<file path="config.mk">
export PLATFORM = sky130hd
export DESIGN_NAME = proc_io_fifo_flat
export DESIGN_NICKNAME = d
export VERILOG_FILES = /design/src/rtl/proc_io_fifo_pkg.sv /design/src/rtl/proc_io_fifo_if.sv /design/src/rtl/proc_io_fifo_io_fifo.sv /design/src/rtl/proc_io_fifo.sv /design/src/flat_wrapper.sv
export SDC_FILE = /design/constraint.sdc
export NUM_CORES = 1
export LEC_CHECK = 0
export CAP_MARGIN = 20
export CORE_AREA = 4 4 206 228
export DETAILED_ROUTE_END_ITERATION = 10
export DIE_AREA = 0 0 210 232
export DONT_BUFFER_PORTS = 1
export SETUP_SLACK_MARGIN = 0.5
export SLEW_MARGIN = 20
export SYNTH_ARGS = -nofsm -noshare
export SYNTH_HDL_FRONTEND = slang
export SYNTH_HIERARCHICAL = 1
export SYNTH_SLANG_ARGS = --single-unit
</file>
<file path="constraint.sdc">
create_clock -name clk -period 6.6 [get_ports clk]
set_clock_uncertainty 0.2 [all_clocks]
set_input_delay 0.66 -clock clk [delete_from_list [all_inputs] [get_ports clk]]
set_output_delay 0.66 -clock clk [all_outputs]
set_load 0.02 [all_outputs]
</file>
<file path="src/rtl/proc_io_fifo_pkg.sv">
// rtl/proc_io_fifo_pkg.sv - shared constants and helpers for the buffered core I/O bridge
package proc_io_fifo_pkg;

    localparam int ERR_W        = 3;
    localparam int ERR_RD_STALL = 0;
    localparam int ERR_WR_STALL = 1;
    localparam int ERR_ADDR     = 2;

    // Channel-select width: at least one bit even for a single channel
    function automatic int sel_w(input int n);
        return (n > 1) ? $clog2(n) : 1;
    endfunction

endpackage

</file>
<file path="src/rtl/proc_io_fifo_if.sv">
// rtl/proc_io_fifo_if.sv - core strobe and external stream signals of the I/O bridge
interface proc_io_fifo_if #(
    parameter int NUBITS = 16,
    parameter int NUIOIN = 2,
    parameter int NUIOOU = 2
);
    localparam int AIW = proc_io_fifo_pkg::sel_w(NUIOIN);
    localparam int AOW = proc_io_fifo_pkg::sel_w(NUIOOU);

    logic [AIW-1:0]           addr_in;
    logic                     req_in;
    logic [NUBITS-1:0]        io_in;
    logic [AOW-1:0]           addr_out;
    logic                     out_en;
    logic [NUBITS-1:0]        io_out;
    logic                     stall;
    logic [NUIOIN*NUBITS-1:0] in_data;
    logic [NUIOIN-1:0]        in_valid;
    logic [NUIOIN-1:0]        in_ready;
    logic [NUIOOU*NUBITS-1:0] out_data;
    logic [NUIOOU-1:0]        out_valid;
    logic [NUIOOU-1:0]        out_ready;
    logic [2:0]               err;

    modport slave (
        input  addr_in, req_in, addr_out, out_en, io_out, in_data, in_valid, out_ready,
        output io_in, stall, in_ready, out_data, out_valid, err
    );

    modport master (
        output addr_in, req_in, addr_out, out_en, io_out, in_data, in_valid, out_ready,
        input  io_in, stall, in_ready, out_data, out_valid, err
    );

endinterface

</file>
<file path="src/rtl/proc_io_fifo_io_fifo.sv">
// rtl/proc_io_fifo_io_fifo.sv - synchronous first-word-fall-through FIFO, head reads 0 when empty
module io_fifo #(
    parameter int NBDATA = 16,
    parameter int DEPTH  = 8
) (
    input  logic              clk,
    input  logic              rst,
    input  logic              push,
    input  logic [NBDATA-1:0] din,
    input  logic              pop,
    output logic [NBDATA-1:0] dout,
    output logic              full,
    output logic              empty
);
    localparam int PTRW = $clog2(DEPTH);
    localparam int CNTW = PTRW + 1;

    logic [NBDATA-1:0] mem_q [DEPTH];
    logic [NBDATA-1:0] mem_d [DEPTH];
    logic [PTRW-1:0]   wr_ptr_q, wr_ptr_d;
    logic [PTRW-1:0]   rd_ptr_q, rd_ptr_d;
    logic [CNTW-1:0]   count_q, count_d;
    logic              do_push, do_pop;

    assign full  = (count_q == CNTW'(DEPTH));
    assign empty = (count_q == '0);
    assign dout  = empty ? '0 : mem_q[rd_ptr_q];

    // Accept only legal operations; pointers wrap modulo DEPTH by width
    always_comb begin
        do_push  = push & ~full;
        do_pop   = pop & ~empty;
        wr_ptr_d = wr_ptr_q + PTRW'(do_push);
        rd_ptr_d = rd_ptr_q + PTRW'(do_pop);
        count_d  = count_q + CNTW'(do_push) - CNTW'(do_pop);
        mem_d    = mem_q;
        if (do_push) begin
            mem_d[wr_ptr_q] = din;
        end
    end

    // Pointer and occupancy state; reset discards buffered words
    always_ff @(posedge clk) begin
        if (rst) begin
            wr_ptr_q <= '0;
            rd_ptr_q <= '0;
            count_q  <= '0;
        end else begin
            wr_ptr_q <= wr_ptr_d;
            rd_ptr_q <= rd_ptr_d;
            count_q  <= count_d;
        end
    end

    // Storage needs no reset: empty masks stale contents on dout
    always_ff @(posedge clk) begin
        mem_q <= mem_d;
    end

endmodule

</file>
<file path="src/rtl/proc_io_fifo.sv">
// rtl/proc_io_fifo.sv - buffered bridge between core strobed I/O and external stream channels
module proc_io_fifo
    import proc_io_fifo_pkg::*;
#(
    parameter int NUBITS = 16,
    parameter int NUIOIN = 2,
    parameter int NUIOOU = 2,
    parameter int FDEPTH = 8
) (
    input  logic           clk,
    input  logic           rst,
    proc_io_fifo_if.slave  bus
);
    localparam int AIW = sel_w(NUIOIN);
    localparam int AOW = sel_w(NUIOOU);

    logic [NUBITS-1:0] in_head  [NUIOIN];
    logic [NUBITS-1:0] out_head [NUIOOU];
    logic [NUIOIN-1:0] in_full, in_empty, in_pop;
    logic [NUIOOU-1:0] out_full, out_empty, out_push, out_pop;

    logic              in_sel_ok, out_sel_ok;
    logic              sel_in_empty, sel_out_full;
    logic [NUBITS-1:0] sel_in_head;
    logic              rd_stall, wr_stall, addr_err;
    logic [ERR_W-1:0]  err_d, err_q;

    for (genvar k = 0; k < NUIOIN; k++) begin : g_in
        io_fifo #(.NBDATA(NUBITS), .DEPTH(FDEPTH)) u_fifo (
            .clk   (clk),
            .rst   (rst),
            .push  (bus.in_valid[k] & ~in_full[k]),
            .din   (bus.in_data[k*NUBITS +: NUBITS]),
            .pop   (in_pop[k]),
            .dout  (in_head[k]),
            .full  (in_full[k]),
            .empty (in_empty[k])
        );
    end

    for (genvar k = 0; k < NUIOOU; k++) begin : g_out
        io_fifo #(.NBDATA(NUBITS), .DEPTH(FDEPTH)) u_fifo (
            .clk   (clk),
            .rst   (rst),
            .push  (out_push[k]),
            .din   (bus.io_out),
            .pop   (out_pop[k]),
            .dout  (out_head[k]),
            .full  (out_full[k]),
            .empty (out_empty[k])
        );
    end

    // Channel demux/mux; an address matching no channel leaves the *_sel_ok flags low
    always_comb begin
        in_sel_ok    = 1'b0;
        sel_in_empty = 1'b1;
        sel_in_head  = '0;
        in_pop       = '0;
        for (int k = 0; k < NUIOIN; k++) begin
            if (bus.addr_in == AIW'(k)) begin
                in_sel_ok    = 1'b1;
                sel_in_empty = in_empty[k];
                sel_in_head  = in_head[k];
                in_pop[k]    = bus.req_in & ~in_empty[k];
            end
        end
        out_sel_ok   = 1'b0;
        sel_out_full = 1'b0;
        out_push     = '0;
        for (int k = 0; k < NUIOOU; k++) begin
            if (bus.addr_out == AOW'(k)) begin
                out_sel_ok   = 1'b1;
                sel_out_full = out_full[k];
                out_push[k]  = bus.out_en & ~out_full[k];
            end
        end
        out_pop  = ~out_empty & bus.out_ready;
        rd_stall = bus.req_in & in_sel_ok & sel_in_empty;
        wr_stall = bus.out_en & out_sel_ok & sel_out_full;
        addr_err = (bus.req_in & ~in_sel_ok) | (bus.out_en & ~out_sel_ok);
    end

    // Drive the bridge outputs from FIFO status and heads
    always_comb begin
        bus.io_in     = sel_in_head;
        bus.stall     = rd_stall | wr_stall;
        bus.in_ready  = ~in_full;
        bus.out_valid = ~out_empty;
        bus.err       = err_q;
        bus.out_data  = '0;
        for (int k = 0; k < NUIOOU; k++) begin
            bus.out_data[k*NUBITS +: NUBITS] = out_head[k];
        end
    end

    // Sticky error accumulation
    always_comb begin
        err_d = err_q;
        if (rd_stall) err_d[ERR_RD_STALL] = 1'b1;
        if (wr_stall) err_d[ERR_WR_STALL] = 1'b1;
        if (addr_err) err_d[ERR_ADDR]     = 1'b1;
    end

    // Error flags clear only on reset
    always_ff @(posedge clk) begin
        if (rst) begin
            err_q <= '0;
        end else begin
            err_q <= err_d;
        end
    end

endmodule
</file>
<file path="src/flat_wrapper.sv">
// flat-port wrapper written by rule: the top's interface ports become plain ports
module proc_io_fifo_flat import proc_io_fifo_pkg::*;
#(
    parameter int NUBITS = 16,
    parameter int NUIOIN = 2,
    parameter int NUIOOU = 2,
    parameter int FDEPTH = 8
)
  (clk, rst, bus_addr_in, bus_req_in, bus_addr_out, bus_out_en, bus_io_out, bus_in_data, bus_in_valid, bus_out_ready, bus_io_in, bus_stall, bus_in_ready, bus_out_data, bus_out_valid, bus_err);
  proc_io_fifo_if #(.NUBITS(NUBITS), .NUIOIN(NUIOIN), .NUIOOU(NUIOOU)) bus_i ();
  input  logic clk;
  input  logic rst;
  input wire logic [$bits(bus_i.addr_in)-1:0] bus_addr_in;
  input wire logic [$bits(bus_i.req_in)-1:0] bus_req_in;
  input wire logic [$bits(bus_i.addr_out)-1:0] bus_addr_out;
  input wire logic [$bits(bus_i.out_en)-1:0] bus_out_en;
  input wire logic [$bits(bus_i.io_out)-1:0] bus_io_out;
  input wire logic [$bits(bus_i.in_data)-1:0] bus_in_data;
  input wire logic [$bits(bus_i.in_valid)-1:0] bus_in_valid;
  input wire logic [$bits(bus_i.out_ready)-1:0] bus_out_ready;
  output wire logic [$bits(bus_i.io_in)-1:0] bus_io_in;
  output wire logic [$bits(bus_i.stall)-1:0] bus_stall;
  output wire logic [$bits(bus_i.in_ready)-1:0] bus_in_ready;
  output wire logic [$bits(bus_i.out_data)-1:0] bus_out_data;
  output wire logic [$bits(bus_i.out_valid)-1:0] bus_out_valid;
  output wire logic [$bits(bus_i.err)-1:0] bus_err;
  assign bus_i.addr_in = bus_addr_in;
  assign bus_i.req_in = bus_req_in;
  assign bus_i.addr_out = bus_addr_out;
  assign bus_i.out_en = bus_out_en;
  assign bus_i.io_out = bus_io_out;
  assign bus_i.in_data = bus_in_data;
  assign bus_i.in_valid = bus_in_valid;
  assign bus_i.out_ready = bus_out_ready;
  assign bus_io_in = bus_i.io_in;
  assign bus_stall = bus_i.stall;
  assign bus_in_ready = bus_i.in_ready;
  assign bus_out_data = bus_i.out_data;
  assign bus_out_valid = bus_i.out_valid;
  assign bus_err = bus_i.err;
  proc_io_fifo #(.NUBITS(NUBITS), .NUIOIN(NUIOIN), .NUIOOU(NUIOOU), .FDEPTH(FDEPTH)) u_core (.clk(clk), .rst(rst), .bus(bus_i));
endmodule
</file>
==> impl_metrics.yaml, run 1 <==
outcome:
  status: "finished, final reports clean"
global_routing:
  grt_overflow: 0
  grt_pass1_wl_um: 67670
  grt_util_all_layers_pct: 18.63
  grt_max_degree: 39
  grt_antenna_before_repair: 3
  grt_pass1_vias: 10470
route:
  drtPass1Iterations: 5
  drcViolationCount: 0
  wl_um: 44500
  ant_nets: 0
  drtIter0Drc: 581
  via_per_inst: 5.691
  wl_per_cell_um: 25.13
  vias: 10080
pwr:
  p_seq_share_pct: 44.8
  ir_worst_vdd_uv: 319.5
  p_int_uw: 6764
  power.share.clock_pct: 31.9
  power.leakage_uw: 0.008408
  swShare_pct: 28.28
  pwr-share-comb_pct: 23.2
  power_density_nw_per_um2: 375.6
  p_sw_uw: 2667
timing:
  finalSetupTns_ps: 0
  finalHoldViolations: 0
  period_needed_ps: 3665
  maxSlewViolCount: 0
  max_freq_mhz: 272.9
  final-setup-viol-count: 0
  worstMarginPinSlew_ps: 993.4
  rsz0062_at_grt: "no"
  maxSlewHeadroom_pct: 33.48
  timing.final.crit_share_pct: 55.53
  finalHoldWorstSlack_ps: 59.02
clocking:
  cts_tree: "done"
  cts_max_level: 2
  numCtsBuffers: 54
  clock_latency_ps: 600
  cts_root_buffer: "clkbuf_16"
  clock-sinks: 554
  cts_resized: 0
  post_cts_buffers: 0
  clock_path_buffers: 3
  clk_pin_slew_ps: 60
synth:
  seq_area_frac_synth_pct: 73.14
  synthDistinctLibCells: 33
  synth_cells: 1049
  avgSynthCellArea_sq_um: 21.14
  ys_seq_elements: 554
  synth_top_area_cell: "edfxtp_1"
  async_flop_share_pct: 0
  yosys.area.top_type_share_pct: 69.35
  ys.flop_type: "edfxtp_1"
  synth_nets: 1151
  synth_edf_count: 512
  syn_area_sq_um: 22170
  yosys_warnings: 6
  yosys-top-cells-area: "edfxtp_1 69%, mux4_1 7.1%, mux4_2 6.9%"
setup_path:
  crit_path_end_kind: "output port"
  crit_arrival_ps: 2800
  startpoint_type: "register"
  cp_max_fo: 27
  path_class: "register to output port"
  required_ps: 5740
layout:
  fill_cells: 3370
  layout.nets: 1251
  mostFrequentLayoutCells: "512 x edfxtp_1, 68 x mux4_2, 64 x a22o_1"
  final_common_cell: "edfxtp_1"
  fin_util_pct: 56.56
  layout-drive-gt1-share_pct: 20.20
  area_growth_pct: 13.24
run:
  cap_violations: 0
floorplan:
  die_x_um: 210
  initial_core_util_pct: 49.95
  die_h_um: 232
  io_pins: 114
  dieArea_sq_um: 48720
  coreArea_sq_um: 44390
  rows: 81
place:
  post-dp-hpwl_um: 26820
  io_buffer_count: 0
  place.gp.congestion: 0.7122
min_path:
  hold_path_class: "input port to register"
==> critical path, stage by stage (launching register included) <==
cell and delay (ps):
dfxtp_2 470, buf_4 510, mux4_1 630, a22o_1 230
mux2_2 370
==> logic make-up after synthesis <==
group,after synthesis,synth area share [%]
other cells,1,0.01691
fa+ha+maj,44,2.619
compound gates,75,2.850
mux,150,15.26
buf+inv,82,2.461
simple gates,131,3.183
flops,554,73.14
xor+xnor,12,0.4740
==> cell usage after synthesis (8+ instances only) <==
master and count:
mux2_2 12, clkbuf_1 12, buf_12 9, nor2_1 46, mux2_4 8, nand2b_1 10, mux4_1 60, buf_6 9
mux4_2 68, a22o_1 64, dfxtp_1 42, nand2_1 9, xnor2_1 11, nor3_1 10, inv_1 35, buf_2 16
edfxtp_1 512, nor2b_1 39, ha_1 40
==> flip-flops by register name, summed over array words and instances, names as in the netlist, 6 cells and up <==
| name | cells |
|---|---|
| u_core/g_in.u_fifo/mem_q | 256 |
| u_core/g_out.u_fifo/mem_q | 256 |
| u_core/g_in.u_fifo/count_q | 8 |
| u_core/g_out.u_fifo/count_q | 8 |
| u_core/g_in.u_fifo/rd_ptr_q | 6 |
| u_core/g_in.u_fifo/wr_ptr_q | 6 |
| u_core/g_out.u_fifo/rd_ptr_q | 6 |
| u_core/g_out.u_fifo/wr_ptr_q | 6 |
==> stage by stage <==
stage	instances	power [uW]	area (sq um)	worst slack [ps]
2_1_floorplan	1049	6014	22170	3618
4_1_cts	1769	9571	25100	2678
5_1_grt	1770	9908	25110	2761
3_5_place_dp	1625	6477	22860	3357
6_report	1771	9431	25110	2935
3_3_place_gp	1625	6449	22860	3386
==> what timing repair did <==
item                                    4_1_cts  5_1_grt
endpoints found under the setup margin        0        0
hold endpoints to repair                    550        0
hold buffers                                 49        0
==> final timing paths <==
| path | slack [ps] | start | end | depth (start not counted) |
|---|---|---|---|---|
| max | 2940 | u_core/g_in[1].u_fifo/rd_ptr_q[0]$_SDFF_PP0_ | bus_io_in[3] | 4 |
| min reg2reg | 340 | u_core/g_out[0].u_fifo/rd_ptr_q[2]$_SDFF_PP0_ | u_core/g_out[0].u_fifo/rd_ptr_q[2]$_SDFF_PP0_ | 2 |
| min | 60 | rst | u_core/bus.err[0]$_SDFFE_PP0P_ | 2 |
| max reg2reg | 3640 | u_core/g_out[0].u_fifo/count_q[2]$_SDFF_PP0_ | u_core/g_out[0].u_fifo/count_q[3]$_SDFF_PP0_ | 12 |
==> power groups by stage <==
stage | clock, uW | combinational (uW) | sequential [uW]
6_report | 3010 | 2190 | 4230
5_1_grt | 3260 | 2390 | 4260
4_1_cts | 3090 | 2250 | 4240
3_5_place_dp | 0 | 2170 | 4310
3_3_place_gp | 0 | 2150 | 4300
2_1_floorplan | 0 | 1780 | 4230
==> area by class of cell <==
| class | count | area, sq um | share of cell area, % |
|---|---|---|---|
| clock inverter | 37 | 355.3 | 1.415 |
| sequential | 554 | 16220 | 64.61 |
| clock buffer | 58 | 1388 | 5.526 |
| inverter | 35 | 131.4 | 0.5232 |
| antenna | 2 | 5.005 | 0.01993 |
| multi-input combinational | 413 | 5463 | 21.76 |
| tap | 581 | 726.9 | 2.895 |
| timing repair buffer | 91 | 815.8 | 3.249 |
==> per-layer routing <==
layer / up-vias / global-route usage [%] / routed length, um
met5: - / 0 / 13
met4: 2 / 4.018 / 668
met3: 52 / 4.729 / 2669
met2: 239 / 32.69 / 23330
met1: 5264 / 23.71 / 17820
li1: 4522 / - / -
(Power assumes the default switching activity.)
==> run 2, diff against run 1 <==
--- a/config.mk
+++ b/config.mk
@@ -10,6 +10,7 @@
 export DETAILED_ROUTE_END_ITERATION = 10
 export DIE_AREA = 0 0 210 232
 export DONT_BUFFER_PORTS = 1
+export PLACE_DENSITY = 0.67
 export SETUP_SLACK_MARGIN = 0.5
 export SLEW_MARGIN = 20
 export SYNTH_ARGS = -nofsm -noshare
==> constraint.sdc (replaced) <==
create_clock -name clk -period 3.07 [get_ports clk]
set_clock_uncertainty 0.2 [all_clocks]
set_input_delay 0.307 -clock clk [delete_from_list [all_inputs] [get_ports clk]]
set_output_delay 0.307 -clock clk [all_outputs]
set_load 0.02 [all_outputs]
==> run 2 against run 1 <==
Against the previous run: total power up 140%; sequential power up 120%; setup slack worse by 2800 ps; flip-flop and latch count unchanged; via count up 5.8%; worst hold slack worse by 26 ps; combinational power rose to 3.2 times the previous value; die area unchanged; global-route usage up 0.72 points; non-clock buffer count up 75; critical endpoint is now bus_io_in[11]; highest routed layer is now met4.
==> impl_metrics.yaml, run 2 (same netlist as run 1, synthesis figures left out) <==
floorplan:
  initial_core_util_pct: 49.95
  dieArea_sq_um: 48720
  coreArea_sq_um: 44390
  io_pins: 114
  die_x_um: 210
  rows: 81
  die_h_um: 232
setup_path:
  crit_arrival_ps: 2390
  startpoint_type: "register"
  path_cells: "clkbuf_16 > mux4_2 > a22o_4 > mux2_4"
  path_class: "register to output port"
  crit_path_end_kind: "output port"
  cp_max_fo: 8
  cp_slowest_stage_delay_ps: 510
  critPathSlowestCell: "mux4_2"
  required_ps: 2560
clocking:
  clk_pin_slew_ps: 60
  clock_latency_ps: 600
  cts_max_level: 2
  cts_tree: "done"
  clock-sinks: 554
  numCtsBuffers: 52
  clock_path_buffers: 3
  cts_root_buffer: "clkbuf_16"
timing:
  maxSlewHeadroom_pct: 48.81
  finalHoldViolations: 0
  period_needed_ps: 2899
  timing.final.crit_share_pct: 94.42
  maxSlewViolCount: 0
  max_freq_mhz: 345.0
  final-setup-viol-count: 0
  finalSetupTns_ps: 0
  rsz0062_at_grt: "yes"
  worstMarginPinSlew_ps: 765.3
global_routing:
  grt_overflow: 0
  grt_util_all_layers_pct: 19.35
  grt_pass1_vias: 11120
  grt_max_degree: 49
  grt_pass1_wl_um: 70750
  grt_antenna_before_repair: 7
min_path:
  hold_path_class: "input port to register"
layout:
  final_common_cell: "edfxtp_1"
  top_regs: "u_core/g_in.u_fifo/mem_q x256, u_core/g_out.u_fifo/mem_q x256"
  instances_no_fill: 1852
  layout.nets: 1324
  mostFrequentLayoutCells: "512 x edfxtp_1, 115 x mux4_2, 67 x buf_4"
  layout-drive-gt1-share_pct: 36.28
  area_growth_pct: 20.79
place:
  placed_cells: 1641
  post-dp-hpwl_um: 25980
  place.gp.congestion: 0.7073
  io_buffer_count: 0
route:
  drcViolationCount: 0
  wl_um: 47900
  vias: 10660
  drtIter0Drc: 744
  ant_nets: 0
  wl_per_cell_um: 25.86
  via_per_inst: 5.757
  drtPass1Iterations: 5
pwr:
  ir_worst_vdd_uv: 652.4
  power.leakage_uw: 0.008977
  power_density_nw_per_um2: 847.3
outcome:
  status: "finished, final reports clean"
run:
  cap_violations: 0
[run 2: cell types whose count changed in the layout (fill, tap and decap cells not counted), moves of 13 or more]
cell	change
mux4_1	-47
mux4_2	+47
a22o_1	-40
a22o_4	+40
buf_4	+25
inv_1	-19
buf_6	+18
ha_1	-17
ha_4	+16
inv_2	+14
buf_12	+13
[run 2: area by class of cell]
class / instances / area (sq um)
multi-input combinational: 413 / 6088
inverter: 35 / 143.9
clock inverter: 33 / 376.6
clock buffer: 64 / 1368
tap: 581 / 726.9
fill: 3130 / 17610
sequential: 554 / 16240
timing repair buffer: 166 / 1822
antenna: 6 / 15.01
[run 2: stage by stage]
step	hold slack [ps]	util, %	instance area, sq um	total power, uW	worst slack [ps]
after CTS	15.90	59.20	26280	22220	118.5
final	32.96	60.33	26780	22690	171.4
after global routing	53.94	60.33	26780	23720	119.0
after global placement	185.6	51.95	23060	14000	401.0
after floorplan	205.9	-	22220	12940	514.7
after detailed placement	188.7	51.95	23060	14070	345.5
[run 2: where the power goes]
group / total (uW) / switching (uW) / internal, uW
registers: 9150 / 338 / 8810
clock network: 6520 / 2730 / 3780
logic: 7030 / 3490 / 3540
[run 2: metal layers]
metal | share of wire [%] | vias to the layer above | track usage, %
li1 | - | 4653 | -
met1 | 38 | 5644 | 24.48
met2 | 53 | 305 | 33.95
met3 | 6.3 | 60 | 4.229
met4 | 2.2 | 0 | 5.507
met5 | 0 | - | 0
[run 2: critical path, delay by kind of cell (launching register included)]
family / cells / cell delay, ps
DFF: 1 / 480
buffers and inverters: 1 / 200
AOI/OAI and AO/OA: 1 / 280
muxes: 2 / 820
[run 2: worst paths after layout]
path	start	endpoint	slack, ps	depth (start not counted)
worst max-delay path	u_core/g_in[1].u_fifo/rd_ptr_q[0]$_SDFF_PP0_	bus_io_in[11]	170	4
worst min-delay path	bus_in_valid[1]	u_core/g_in[1].u_fifo/wr_ptr_q[0]$_SDFF_PP0_	30	5
worst max register to register	u_core/g_in[0].u_fifo/count_q[3]$_SDFF_PP0_	u_core/g_in[0].u_fifo/count_q[3]$_SDFF_PP0_	420	13
worst min register to register	u_core/g_in[0].u_fifo/rd_ptr_q[2]$_SDFF_PP0_	u_core/g_in[0].u_fifo/rd_ptr_q[2]$_SDFF_PP0_	340	2
[run 2: what timing repair did]
action / 4_1_cts / 5_1_grt
endpoints found under the setup margin: 58 / 62
cloned: 8 / 5
hold buffers: 55 / 0
pin swaps: 40 / 55
hold endpoints to repair: 554 / 0
gates resized for setup: 183 / 97
buffers inserted: 21 / 19
